<file path="config.mk">
export PLATFORM = sky130hd
export DESIGN_NAME = cpu_snoop_write_queue
export DESIGN_NICKNAME = d
export VERILOG_FILES = /design/src/rtl/cpu_snoop_write_queue_pkg.sv /design/src/rtl/cpu_snoop_write_queue_fifo.sv /design/src/rtl/cpu_snoop_write_queue.sv
export SDC_FILE = /design/constraint.sdc
export NUM_CORES = 1
export LEC_CHECK = 0
export ABC_AREA = 1
export BUFFER_PORTS_ARGS = -buffer_cell sky130_fd_sc_hd__buf_2
export CAP_MARGIN = 30
export CORE_MARGIN = 1.5
export CORE_UTILIZATION = 45
export CTS_CLUSTER_DIAMETER = 100
export DETAILED_ROUTE_END_ITERATION = 8
export GPL_TIMING_DRIVEN = 0
export PLACE_DENSITY = 0.64
export SYNTH_ARGS = -nofsm -noshare
export SYNTH_HDL_FRONTEND = slang
export SYNTH_SLANG_ARGS = --single-unit
</file>
<file path="constraint.sdc">
create_clock -name pixClk -period 5.5 [get_ports pixClk]
set_input_delay 1.65 -clock pixClk [delete_from_list [all_inputs] [get_ports pixClk]]
set_output_delay 1.65 -clock pixClk [all_outputs]
set_load 0.005 [all_outputs]
</file>
<file path="src/rtl/cpu_snoop_write_queue_pkg.sv">
// Shared types and constants for the SE-VGA CPU snoop write path.
package sevga_pkg;

  localparam logic [13:0] FB_OFF_LO = 14'h1380;
  localparam logic [13:0] FB_OFF_HI = 14'h3E3F;
  localparam logic [4:0]  VIA_HI    = 5'h1D;
  localparam logic [4:0]  VIA_MID   = 5'h1F;

  typedef struct packed {
    logic        bufSel;
    logic [13:0] offset;
    logic [15:0] data;
    logic [1:0]  ben;
  } snoop_entry_t;

  typedef enum logic [1:0] {
    IDLE,
    HI,
    LO
  } drain_state_t;

endpackage

</file>
<file path="src/rtl/cpu_snoop_write_queue_fifo.sv">
// DEPTH-entry synchronous FIFO of captured framebuffer writes; exposes head and
// the entry behind it so the drain can chain entries without a bubble.
module snoop_fifo
  import sevga_pkg::*;
#(
  parameter int unsigned DEPTH = 4
) (
  input  logic                     pixClk,
  input  logic                     nReset,
  input  logic                     push,
  input  snoop_entry_t             pushData,
  input  logic                     pop,
  output snoop_entry_t             headData,
  output snoop_entry_t             nextData,
  output logic                     full,
  output logic                     empty,
  output logic [$clog2(DEPTH):0]   level
);

  localparam int unsigned AW = $clog2(DEPTH);

  snoop_entry_t   mem [DEPTH];
  logic [AW:0]    wrPtr;
  logic [AW:0]    rdPtr;
  logic           doPush;
  logic           doPop;

  assign level    = wrPtr - rdPtr;
  assign full     = (level == (AW+1)'(DEPTH));
  assign empty    = (level == '0);
  assign doPop    = pop && !empty;
  // A pop in the same cycle frees the slot, so a push into a full FIFO is kept.
  assign doPush   = push && (!full || doPop);
  assign headData = mem[rdPtr[AW-1:0]];
  assign nextData = mem[rdPtr[AW-1:0] + AW'(1)];

  always_ff @(posedge pixClk or negedge nReset) begin
    if (!nReset) begin
      wrPtr <= '0;
      rdPtr <= '0;
    end else begin
      if (doPush) wrPtr <= wrPtr + 1'b1;
      if (doPop)  rdPtr <= rdPtr + 1'b1;
    end
  end

  always_ff @(posedge pixClk) begin
    if (doPush) mem[wrPtr[AW-1:0]] <= pushData;
  end

endmodule

</file>
<file path="src/rtl/cpu_snoop_write_queue.sv">
// Snoops 68000 writes to the Mac SE framebuffers and replays them as VRAM byte
// writes. Optional VIA buffer-select tracking under `VIA_BUFSEL_EN.
module cpu_snoop_write_queue
  import sevga_pkg::*;
#(
  parameter int unsigned DEPTH       = 4,
  parameter int unsigned SYNC_STAGES = 2
) (
  input  logic                     pixClk,
  input  logic                     nReset,
  input  logic [23:1]              cpuAddr,
  input  logic [15:0]              cpuData,
  input  logic                     ncpuAS,
  input  logic                     ncpuUDS,
  input  logic                     ncpuLDS,
  input  logic                     cpuRnW,
  input  logic [2:0]               ramSize,
  output logic                     wrValid,
  input  logic                     wrReady,
  output logic [14:0]              wrAddr,
  output logic [7:0]               wrData,
  output logic                     wrLane,
  output logic [$clog2(DEPTH):0]   fifoLevel,
  output logic                     overflow,
  output logic                     vidBufSel
);

  localparam int unsigned LW = $clog2(DEPTH) + 1;

  logic [SYNC_STAGES-1:0] asSync, udsSync, ldsSync, rnwSync;
  logic asS, udsS, ldsS, rnwS;
  logic armed, capture, fbHit, push, pop, loadNow, full, empty;
  snoop_entry_t pushEntry, head, nextE, ld;
  drain_state_t state;

  assign asS  = asSync[SYNC_STAGES-1];
  assign udsS = udsSync[SYNC_STAGES-1];
  assign ldsS = ldsSync[SYNC_STAGES-1];
  assign rnwS = rnwSync[SYNC_STAGES-1];

  // AS chain resets to "asserted" so a cycle in flight at reset release is never armed.
  always_ff @(posedge pixClk or negedge nReset) begin
    if (!nReset) begin
      asSync  <= '0;
      udsSync <= '1;
      ldsSync <= '1;
      rnwSync <= '1;
      armed   <= 1'b0;
    end else begin
      asSync  <= {asSync[SYNC_STAGES-2:0],  ncpuAS};
      udsSync <= {udsSync[SYNC_STAGES-2:0], ncpuUDS};
      ldsSync <= {ldsSync[SYNC_STAGES-2:0], ncpuLDS};
      rnwSync <= {rnwSync[SYNC_STAGES-2:0], cpuRnW};
      if (asS)          armed <= 1'b1;
      else if (capture) armed <= 1'b0;
    end
  end

  assign capture = armed && !asS && !rnwS && (!udsS || !ldsS);
  assign fbHit   = (cpuAddr[23:22] == 2'b00) && (cpuAddr[21:19] == ramSize) &&
                   (cpuAddr[18:16] == 3'b111) &&
                   (cpuAddr[14:1] >= FB_OFF_LO) && (cpuAddr[14:1] <= FB_OFF_HI);
  assign push    = capture && fbHit;

  // Buffer bit follows A15: 1 = main buffer, 0 = alt buffer.
  assign pushEntry = '{bufSel: cpuAddr[15], offset: cpuAddr[14:1] - FB_OFF_LO,
                       data: cpuData, ben: {~udsS, ~ldsS}};

  snoop_fifo #(.DEPTH(DEPTH)) uFifo (
    .pixClk   (pixClk),
    .nReset   (nReset),
    .push     (push),
    .pushData (pushEntry),
    .pop      (pop),
    .headData (head),
    .nextData (nextE),
    .full     (full),
    .empty    (empty),
    .level    (fifoLevel)
  );

  assign pop     = wrReady && (((state == HI) && !head.ben[0]) || (state == LO));
  // Popping with another entry queued loads it directly, folding the NEXT step into the pop.
  assign loadNow = ((state == IDLE) && !empty) || (pop && (fifoLevel > LW'(1)));
  assign ld      = (state == IDLE) ? head : nextE;

  always_ff @(posedge pixClk or negedge nReset) begin
    if (!nReset) begin
      state    <= IDLE;
      wrValid  <= 1'b0;
      wrAddr   <= '0;
      wrData   <= '0;
      wrLane   <= 1'b0;
      overflow <= 1'b0;
    end else begin
      if (push && full && !pop) overflow <= 1'b1;
      if (loadNow) begin
        wrValid <= 1'b1;
        wrAddr  <= {ld.bufSel, ld.offset};
        if (ld.ben[1]) begin
          state  <= HI;
          wrLane <= 1'b0;
          wrData <= ld.data[15:8];
        end else begin
          state  <= LO;
          wrLane <= 1'b1;
          wrData <= ld.data[7:0];
        end
      end else if ((state == HI) && wrReady && head.ben[0]) begin
        state  <= LO;
        wrLane <= 1'b1;
        wrData <= head.data[7:0];
      end else if (pop) begin
        state   <= IDLE;
        wrValid <= 1'b0;
      end
    end
  end

`ifdef VIA_BUFSEL_EN
  always_ff @(posedge pixClk or negedge nReset) begin
    if (!nReset) begin
      vidBufSel <= 1'b0;
    end else if (capture && (cpuAddr[23:19] == VIA_HI) &&
                 (cpuAddr[12:8] == VIA_MID) && !udsS) begin
      vidBufSel <= ~cpuData[14];
    end
  end
`else
  assign vidBufSel = 1'b0;
`endif

endmodule

</file>
==> results of run 1 <==
[critical path: stages (launching register included)]
cell	delay, ps
dfrtp_1	400
inv_1	110
ha_1	200
fa_1	400
inv_1	70
nand2_1	50
nand2_1	120
inv_1	60
buf_2	120
[state kept, by name (all words and copies together), names as in the netlist, 2 cells and up]
| signal | cells |
|---|---|
| wrData | 8 |
| wrAddr | 15 |
| udsSync | 2 |
| uFifo.rdPtr | 3 |
| asSync | 2 |
| ldsSync | 2 |
| uFifo.wrPtr | 3 |
| rnwSync | 2 |
| state | 2 |
| uFifo.mem | 132 |
[per-layer routing]
layer,track usage [%],share of wire (%)
met3,4.34,8.2
met1,33.7,43
met4,9.78,2.1
met2,37.5,46
met5,0,0
[cells in the final DEF, fill, tap and decap left out, types with 14 or more instances in the layout]
| cell | synthesis | layout |
|---|---|---|
| a21oi_1 | 31 | 31 |
| buf_2 | 23 | 100 |
| clkbuf_1 | 12 | 14 |
| clkbuf_16 | 0 | 17 |
| dfrtp_1 | 37 | 37 |
| edfxtp_1 | 132 | 132 |
| inv_1 | 114 | 114 |
| nand2_1 | 381 | 381 |
| nand3_1 | 141 | 141 |
| nor2_1 | 50 | 46 |
| o21ai_0 | 60 | 60 |
[final timing paths]
path                                          to  slack, ps  depth (start not counted)
worst max-delay path                fifoLevel[2]       1900                          8
worst min-delay path                   asSync[1]        350                          0
worst max register to register  uFifo.mem[3][23]       2160                         11
worst min register to register         asSync[1]        350                          0
max in group asynchronous             ldsSync[1]       3850                          2
min in group asynchronous         uFifo.wrPtr[2]       1110                          1
[metrics by stage]
step / hold WS [ps] / utilization [%] / worst slack, ps / std cells / total power, uW
floorplan: 331 / - / 1390 / 1055 / 3540
global placement: 339 / 49.6 / -407 / 1397 / 4390
detailed placement: 336 / 50.4 / 1510 / 1402 / 4420
CTS: 349 / 53.4 / 1910 / 1434 / 5660
global route: 350 / 53.4 / 1780 / 1434 / 6100
finish: 346 / 53.4 / 1900 / 1434 / 5700
[cell families after synthesis]
kind of cell	share of synthesized area, %
flip-flops	56.3
XOR/XNOR	0.586
AO/OA/AOI/OAI	5.35
adder cells (fa/ha/maj)	1.20
buffers and inverters	8.65
AND/OR/NAND/NOR	27.9
other	0.0418
[where the power goes]
part           internal [uW]  switching [uW]
combinational            915            1920
clock                    716             509
sequential              1550            88.1
total                   3180            2520
[area by class of cell]
cell class	instances	area [sq um]
buffer	56	329
clock buffer	19	433
clock inverter	13	160
fill	1836	9100
inverter	117	447
multi-input combinational	707	3180
sequential	175	5050
tap	265	332
timing repair buffer	82	500
[cell usage after synthesis]
cell type and number:
nand3_1 141, nand2_2 4, conb_1 1, nor2_1 50
ha_1 7, xor2_1 6, nand3_2 2, clkbuf_1 12
inv_4 1, dfstp_2 6, inv_6 1, o21ai_1 5
nand3b_1 1, nor2_2 1, buf_6 6, buf_2 23
nand4_1 13, dfrtp_1 37, nor3_2 1, o21ai_0 60
edfxtp_1 132, nand2_4 1, nand2_1 381, buf_1 3
buf_4 12, fa_1 1, nand2_8 1, inv_2 1
inv_1 114, a21oi_1 31
==> results.tsv, run 1 <==
stage	metric	value	unit
clocking	clk_latency	430	ps
setup_path	crit_start	uFifo.wrPtr[0]	
sta	clock_skew	10.6	ps
run	cap_violations	0	
yosys	seq_area_frac_synth	56.3	%
sta	slew_viol_final	0	
setup_path	cp.arrival	1950	ps
finish	final_area	10400	sq um
sta	clock.fmax	0.278	GHz
drt	wirelength	24000	um
yosys	yosys_register_bits	175	
placement	place_area	9830	sq um
drt	routedWlPerCell	16.7	um
yosys	yosys_warnings	0	
sta	layout_worst_path_cycle_share	65.4	%
die	fp.dieH	144	um
placement	portBuffers	77	
sta	worst_pin_slew	774	ps
global_route	grt_pass1_wl	37300	um
power_and_ir_drop	p_leak	0.00479	uW
yosys	avgSynthCellArea	8.50	sq um
sta	hold_viol_final	0	
clocking	clk_pin_slew	70	ps
power_and_ir_drop	ir_drop	0.000315	V
clocking	cts.path.max_buffers	2	
yosys	synth_cell_types	30	
sta	fin_setup_tns	0	ps
drt	vias	7471	
die	die_area	20800	sq um
setup_path	worstSetupPathType	flop to output port	
yosys	syn_area	8970	sq um
sta	min_period	3600	ps
sta	slew_headroom	48.3	%
drt	first_pass_iters	5	
yosys	synth_top_area_share	44.2	%
power_and_ir_drop	power_density	546	nW/um^2
yosys	synthesis.nets	1112	
die	placementRows	51	
finish	n_antenna_cell	0	
clocking	holdBufCountCts	0	
clocking	cts_resized	0	
clocking	cts_sinks	175	
clocking	htree_levels	4	
setup_path	path_max_fanout	4	
die	core-area	19500	sq um
placement	gp_congestion	0.856	
worst_hold_path	hp-start	asSync[0]	
global_route	grt_pass1_vias	7014	
setup_path	start_kind	flop	
drt	drt-initial-drc-count	806	
yosys	syn-instance-count	1055	
sta	rsz0062_at_grt	no	
finish	drive_above_1_share	14.9	%
die	die_w	144	um
yosys	synth.area.top_cells	edfxtp_1, nand2_1, dfrtp_1, nand3_1, inv_1	
die	initial_core_util	46.0	%
worst_hold_path	hold_class	flop to flop	
clocking	postCtsSetupBuffers	0	
drt	viasPerCell	5.21	
outcome	status	finished clean	
yosys	synth_top_cell_by_area	edfxtp_1	
clocking	cts_tree	built	
clocking	cts_buffers	17	
global_route	antenna_found_initial	0	
global_route	grt_use_total	24.2	%
finish	syn2layout_area_growth	16.2	%
global_route	overflow	0	
setup_path	cp.required	3850	ps
placement	dp_hpwl	16400	um
setup_path	end_kind	output port	
clocking	clock-root-buffer	clkbuf_16	
drt	ant_nets	0	
global_route	grt_start_max_net_pins	32	
die	io_pins	79	
drt	drc	0	
setup_path	r2r-start	uFifo.wrPtr[0]	
finish	final_nets	1213	
sta	setup_violations	0	
Note: power is estimated with default switching activity, not from simulation.
==> run 2, diff against run 1 <==
Settings changed: PLACE_DENSITY 0.64 to 0.66.
Clock period 5.5 ns to 3 ns, I/O delays scaled along.
==> run 2 against run 1 <==
Against the previous run:
- sequential share of layout area is 0.32 points lower
- non-clock buffer count increased by 7
- first-iteration DRC count is 12% higher
- cell area grew 0.67%
- clock power increased by 77%
==> results.tsv, run 2 (same netlist as run 1, synthesis figures left out) <==
stage	metric	value	unit	change
sta	whs	348	ps	+1.67 ps
drt	viasPerCell	5.19		-0.34%
setup_path	cp.arrival	1920	ps	-30 ps
die	placementRows	51		unchanged
finish	ff_latch_area	5050	sq um	unchanged
global_route	grt_use_total	24.5	%	+0.32 points
clocking	cts_sinks	175		unchanged
drt	met2_length	11300	um	+1.6%
finish	final_nets	1220		+0.58%
finish	final_util	53.8	%	+0.36 points
finish	fin_cells	1441		+0.49%
setup_path	start_kind	flop		
sta	hold_viol_final	0		unchanged
power_and_ir_drop	ir_drop	0.000591	V	+87%
sta	fin_setup_tns	0	ps	unchanged
sta	slew_headroom	55.4	%	+7.2 points
global_route	grt_pass1_wl	37700	um	+1.0%
global_route	grt_start_max_net_pins	30		-6.3%
drt	top_layer	met4		
power_and_ir_drop	p_leak	0.00484	uW	+1.0%
sta	clock_skew	9.31	ps	-1.29 ps
sta	layout_worst_path_cycle_share	93.9	%	
setup_path	worstSetupPathType	flop to output port		
clocking	clk_latency	430	ps	about the same
clocking	cts_tree	built		
die	core-area	19500	sq um	unchanged
clocking	cts_buffers	17		unchanged
sta	clock.fmax	0.355	GHz	
drt	routedWlPerCell	16.8	um	about the same
drt	first_pass_iters	5		unchanged
placement	dp_hpwl	16600	um	+0.75%
finish	n_antenna_cell	0		unchanged
setup_path	end_kind	output port		
setup_path	cp.required	2100	ps	-1750 ps
sta	worst_pin_slew	668	ps	-106 ps
drt	met3_length	2060	um	+4.7%
global_route	antenna_found_initial	0		unchanged
drt	wl_met1	10300	um	-1.6%
finish	mostFrequentLayoutCell	nand2_1		
drt	wirelength	24100	um	+0.59%
placement	gp_congestion	0.861		+0.61%
run	cap_violations	0		unchanged
worst_hold_path	hold_class	flop to flop		
clocking	holdBufCountCts	0		unchanged
placement	dp.cells	1402		unchanged
die	die_area	20800	sq um	unchanged
global_route	overflow	0		unchanged
outcome	status	finished clean		
global_route	grt_pass1_vias	7053		+0.56%
drt	drc	0		unchanged
setup_path	path_max_fanout	4		unchanged
placement	portBuffers	77		unchanged
finish	multiInputGateArea	3180	sq um	unchanged
clocking	clk_pin_slew	70	ps	about the same
finish	drive_above_1_share	15.6	%	+0.68 points
sta	min_period	2820	ps	
finish	syn2layout_area_growth	17.0	%	
finish	largest_reg_flops	132		unchanged
sta	slew_viol_final	0		unchanged
clocking	clock-root-buffer	clkbuf_16		
die	io_pins	79		unchanged
clocking	htree_levels	4		unchanged
clocking	cts.path.max_buffers	2		unchanged
finish	fillers	1824		-0.65%
die	die_w	144	um	unchanged
sta	setup_violations	0		unchanged
sta	rsz0062_at_grt	no		
drt	ant_nets	0		unchanged
drt	drt-initial-drc-count	905		+12%
power_and_ir_drop	power_density	985	nW/um^2	+80%
die	initial_core_util	46.0	%	unchanged
finish	most-common-layout-cells	nand2_1, nand3_1, edfxtp_1		
drt	vias	7482		+0.15%
die	fp.dieH	144	um	unchanged
[run 2: changes by cell type in the layout (fill, tap and decap cells not counted)]
cell        change
buf_12          +4
buf_4           +4
bufinv_16       -3
clkinv_4        +3
clkinvlp_4      -3
clkbuf_16       +2
clkbuf_8        +2
clkinv_1        -2
inv_4           +2
buf_16          -1
inv_6           -1
[run 2: final timing paths]
check	startpoint	cells past startpoint	endpoint	slack, ps
worst max-delay path	uFifo.wrPtr[0]	8	fifoLevel[2]	180
worst min-delay path	asSync[0]	0	asSync[1]	350
worst max register to register	uFifo.wrPtr[0]	12	uFifo.mem[1][25]	320
worst min register to register	asSync[0]	0	asSync[1]	350
max in group asynchronous	nReset	2	rnwSync[0]	2060
min in group asynchronous	nReset	1	uFifo.rdPtr[2]	380
[run 2: timing repair]
item | 4_1_cts | 5_1_grt
cloned | 0 | 0
endpoints found under the setup margin | 132 | 133
resized for setup | 0 | 0
pin swaps | 4 | 1
buffers inserted | 5 | 2
[run 2: power by group]
part,switching [uW],leakage (uW),internal [uW]
Combinational,3520,0.00286,1680
Sequential,152,0.00169,2840
Clock,942,0.000289,1210
Total,4610,0.00484,5730
[run 2: critical path, cell delays in order (launching register included)]
cell and delay [ps]:
dfrtp_1 370, inv_1 100, ha_1 200, fa_1 410, inv_1 70, nand2_1 50, nand2_1 110, inv_1 50
buf_2 120
[run 2: cell type report]
type / instances / share of cell area (%)
Sequential cell: 175 / 48.1
Multi-Input combinational cell: 707 / 30.3
Timing Repair Buffer: 89 / 5.55
Clock buffer: 23 / 4.86
Inverter: 117 / 4.26
Tap cell: 265 / 3.16
Buffer: 56 / 3.13
Clock inverter: 9 / 0.667
[run 2: stage by stage]
stage / power, uW / worst slack (ps) / cell area [sq um]
after floorplan: 6500 / -421 / 8970
after global placement: 8040 / -2130 / 9690
after detailed placement: 8110 / -316 / 9830
after CTS: 10300 / 44.0 / 10500
after global routing: 11100 / 55.1 / 10500
final: 10300 / 183 / 10500
[run 2: routing by layer]
layer / global-route usage, % / vias up
met4: 9.20 / 0
met2: 39.1 / 340
met3: 3.94 / 45
li1: - / 3639
met5: 0 / -
met1: 33.8 / 3458
==> run 3, diff against run 2 <==
==> constraint.sdc (replaced) <==
create_clock -name pixClk -period 3 [get_ports pixClk]
set_input_delay 0.15 -clock pixClk [delete_from_list [all_inputs] [get_ports pixClk]]
set_output_delay 0.15 -clock pixClk [all_outputs]
set_load 0.005 [all_outputs]
==> run 3 against run 2 <==
Against the previous run:
- combinational power hardly changed
- cell count rose by 1.9%
- first-iteration DRC count shrank 11%
==> results.tsv, run 3 (same netlist as run 1, synthesis figures left out) <==
stage	metric	value	unit	change
outcome	status	finished clean		
global_route	grt_use_total	24.7	%	+0.16 points
setup_path	cp.arrival	2840	ps	+920 ps
sta	clock.fmax	0.369	GHz	+3.9%
global_route	grt_start_max_net_pins	30		unchanged
die	core-area	19500	sq um	unchanged
sta	slew_viol_final	0		unchanged
clocking	clk_latency	430	ps	about the same
finish	most-common-layout-cells	nand2_1, nand3_1, edfxtp_1		
sta	min_period	2710	ps	-107 ps
global_route	antenna_found_initial	0		unchanged
finish	final_nets	1248		+2.3%
drt	vias	7597		+1.5%
finish	final_util	55.2	%	+1.4 points
clocking	cts_tree	built		
die	fp.dieH	144	um	unchanged
sta	setup_violations	0		unchanged
global_route	grt_pass1_wl	38000	um	+0.80%
sta	whs	77.3	ps	-271 ps
worst_hold_path	hp-start	wrReady		
clocking	htree_levels	4		unchanged
die	initial_core_util	46.0	%	unchanged
drt	first_pass_iters	6		+1
die	placementRows	51		unchanged
power_and_ir_drop	power_density	961	nW/um^2	-2.5%
finish	n_antenna_cell	0		unchanged
global_route	overflow	0		unchanged
clocking	clock-root-buffer	clkbuf_16		
sta	clock_skew	9.94	ps	+0.636 ps
run	cap_violations	0		unchanged
sta	worst_pin_slew	683	ps	+15.0 ps
die	io_pins	79		unchanged
global_route	grt_pass1_vias	7149		+1.4%
drt	wirelength	24200	um	+0.23%
power_and_ir_drop	ir_drop	0.000586	V	-0.80%
placement	gp_congestion	0.861		unchanged
setup_path	worstSetupPathType	flop to flop		
drt	ant_nets	0		unchanged
power_and_ir_drop	p_leak	0.00495	uW	+2.4%
setup_path	path_max_fanout	20		+16
clocking	cts_buffers	17		unchanged
drt	drc	0		unchanged
placement	dp_hpwl	16600	um	unchanged
setup_path	start_kind	flop		
finish	largest_reg_flops	132		unchanged
clocking	cts_sinks	175		unchanged
die	die_area	20800	sq um	unchanged
sta	layout_worst_path_cycle_share	90.4	%	-3.6 points
drt	routedWlPerCell	16.5	um	-1.7%
power_and_ir_drop	fin_total_pwr	10400	uW	+0.17%
setup_path	end_kind	flop		
clocking	cts.path.max_buffers	2		unchanged
drt	drt-initial-drc-count	802		-11%
sta	layout_setup_ws	289	ps	+107 ps
sta	hold_viol_final	0		unchanged
placement	post-place-ws	-316	ps	unchanged
sta	rsz0062_at_grt	no		
setup_path	crit_start	uFifo.wrPtr[0]		
finish	syn2layout_area_growth	20.2	%	
finish	drive_above_1_share	15.1	%	-0.44 points
finish	fillers	1804		-1.1%
drt	viasPerCell	5.17		-0.40%
placement	portBuffers	77		unchanged
finish	mostFrequentLayoutCell	nand2_1		
setup_path	r2r-start	uFifo.wrPtr[0]		
die	die_w	144	um	unchanged
sta	slew_headroom	54.4	%	-1.0 points
setup_path	cp.required	3130	ps	+1030 ps
worst_hold_path	hold_class	primary input to flop		
clocking	clk_pin_slew	70	ps	about the same
## run 3: cell count changes in the layout (fill, tap and decap cells not counted), sizes merged
| cell | previous run | this run |
|---|---|---|
| buf | 133 | 132 |
| dlygate4sd3 | 0 | 29 |
## run 3: final timing paths
| check | depth (start not counted) | to | slack [ps] |
|---|---|---|---|
| worst min-delay path | 4 | state[1] | 80 |
| min in group asynchronous | 2 | uFifo.rdPtr[2] | 170 |
| worst max-delay path | 12 | uFifo.mem[1][25] | 290 |
| worst min register to register | 0 | asSync[1] | 350 |
| max in group asynchronous | 3 | rnwSync[0] | 2270 |
| worst max register to register | 12 | uFifo.mem[1][25] | 290 |
## run 3: layer usage
layer	part of all wire (%)	wire length (um)	up-vias	global-route usage [%]
met3	8.8	2130	40	3.87
met5	0	0	-	0
met4	2.1	510	0	9.20
met2	47	11400	373	39.5
met1	42	10200	3488	34.0
li1	-	-	3696	-
## run 3: stage by stage
| step | setup TNS, ps | instance area (sq um) | std cells |
|---|---|---|---|
| 2_1_floorplan | -55580 | 8970 | 1055 |
| 3_3_place_gp | -269670 | 9690 | 1397 |
| 3_5_place_dp | -26870 | 9830 | 1402 |
| 4_1_cts | 0 | 10800 | 1468 |
| 5_1_grt | 0 | 10800 | 1469 |
| 6_report | 0 | 10800 | 1469 |
## run 3: layout make-up
cell class                 count  area, sq um  area share, %
timing repair buffer         117          866           8.03
multi-input combinational    707         3180           29.5
clock buffer                  23          510           4.74
buffer                        56          329           3.05
clock inverter                 9         70.1          0.650
tap                          265          332           3.08
sequential                   175         5050           46.8
inverter                     117          447           4.14
## run 3: timing repair
item / CTS / global route
endpoints found under the setup margin: 132 / 132
pin swaps: 4 / 1
cloned: 0 / 0
hold buffers: 29 / 0
resized for setup: 0 / 0
endpoints found under the hold margin: 139 / 0
setup buffers: 5 / 1
## run 3: power breakdown
group          internal (uW)  switching [uW]
clock                   1210             941
sequential              2840             154
combinational           1700            3510
total                   5760            4610
## run 3: worst max-delay path, cell delays in order (launching register included)
cell	delay, ps
dfrtp_1	400
inv_1	120
ha_1	210
fa_1	410
inv_1	70
nand2_1	50
nand2_1	110
nor2_1	70
nand3_1	200
nand4_1	130
buf_4	190
nor2_4	230
buf_16	210
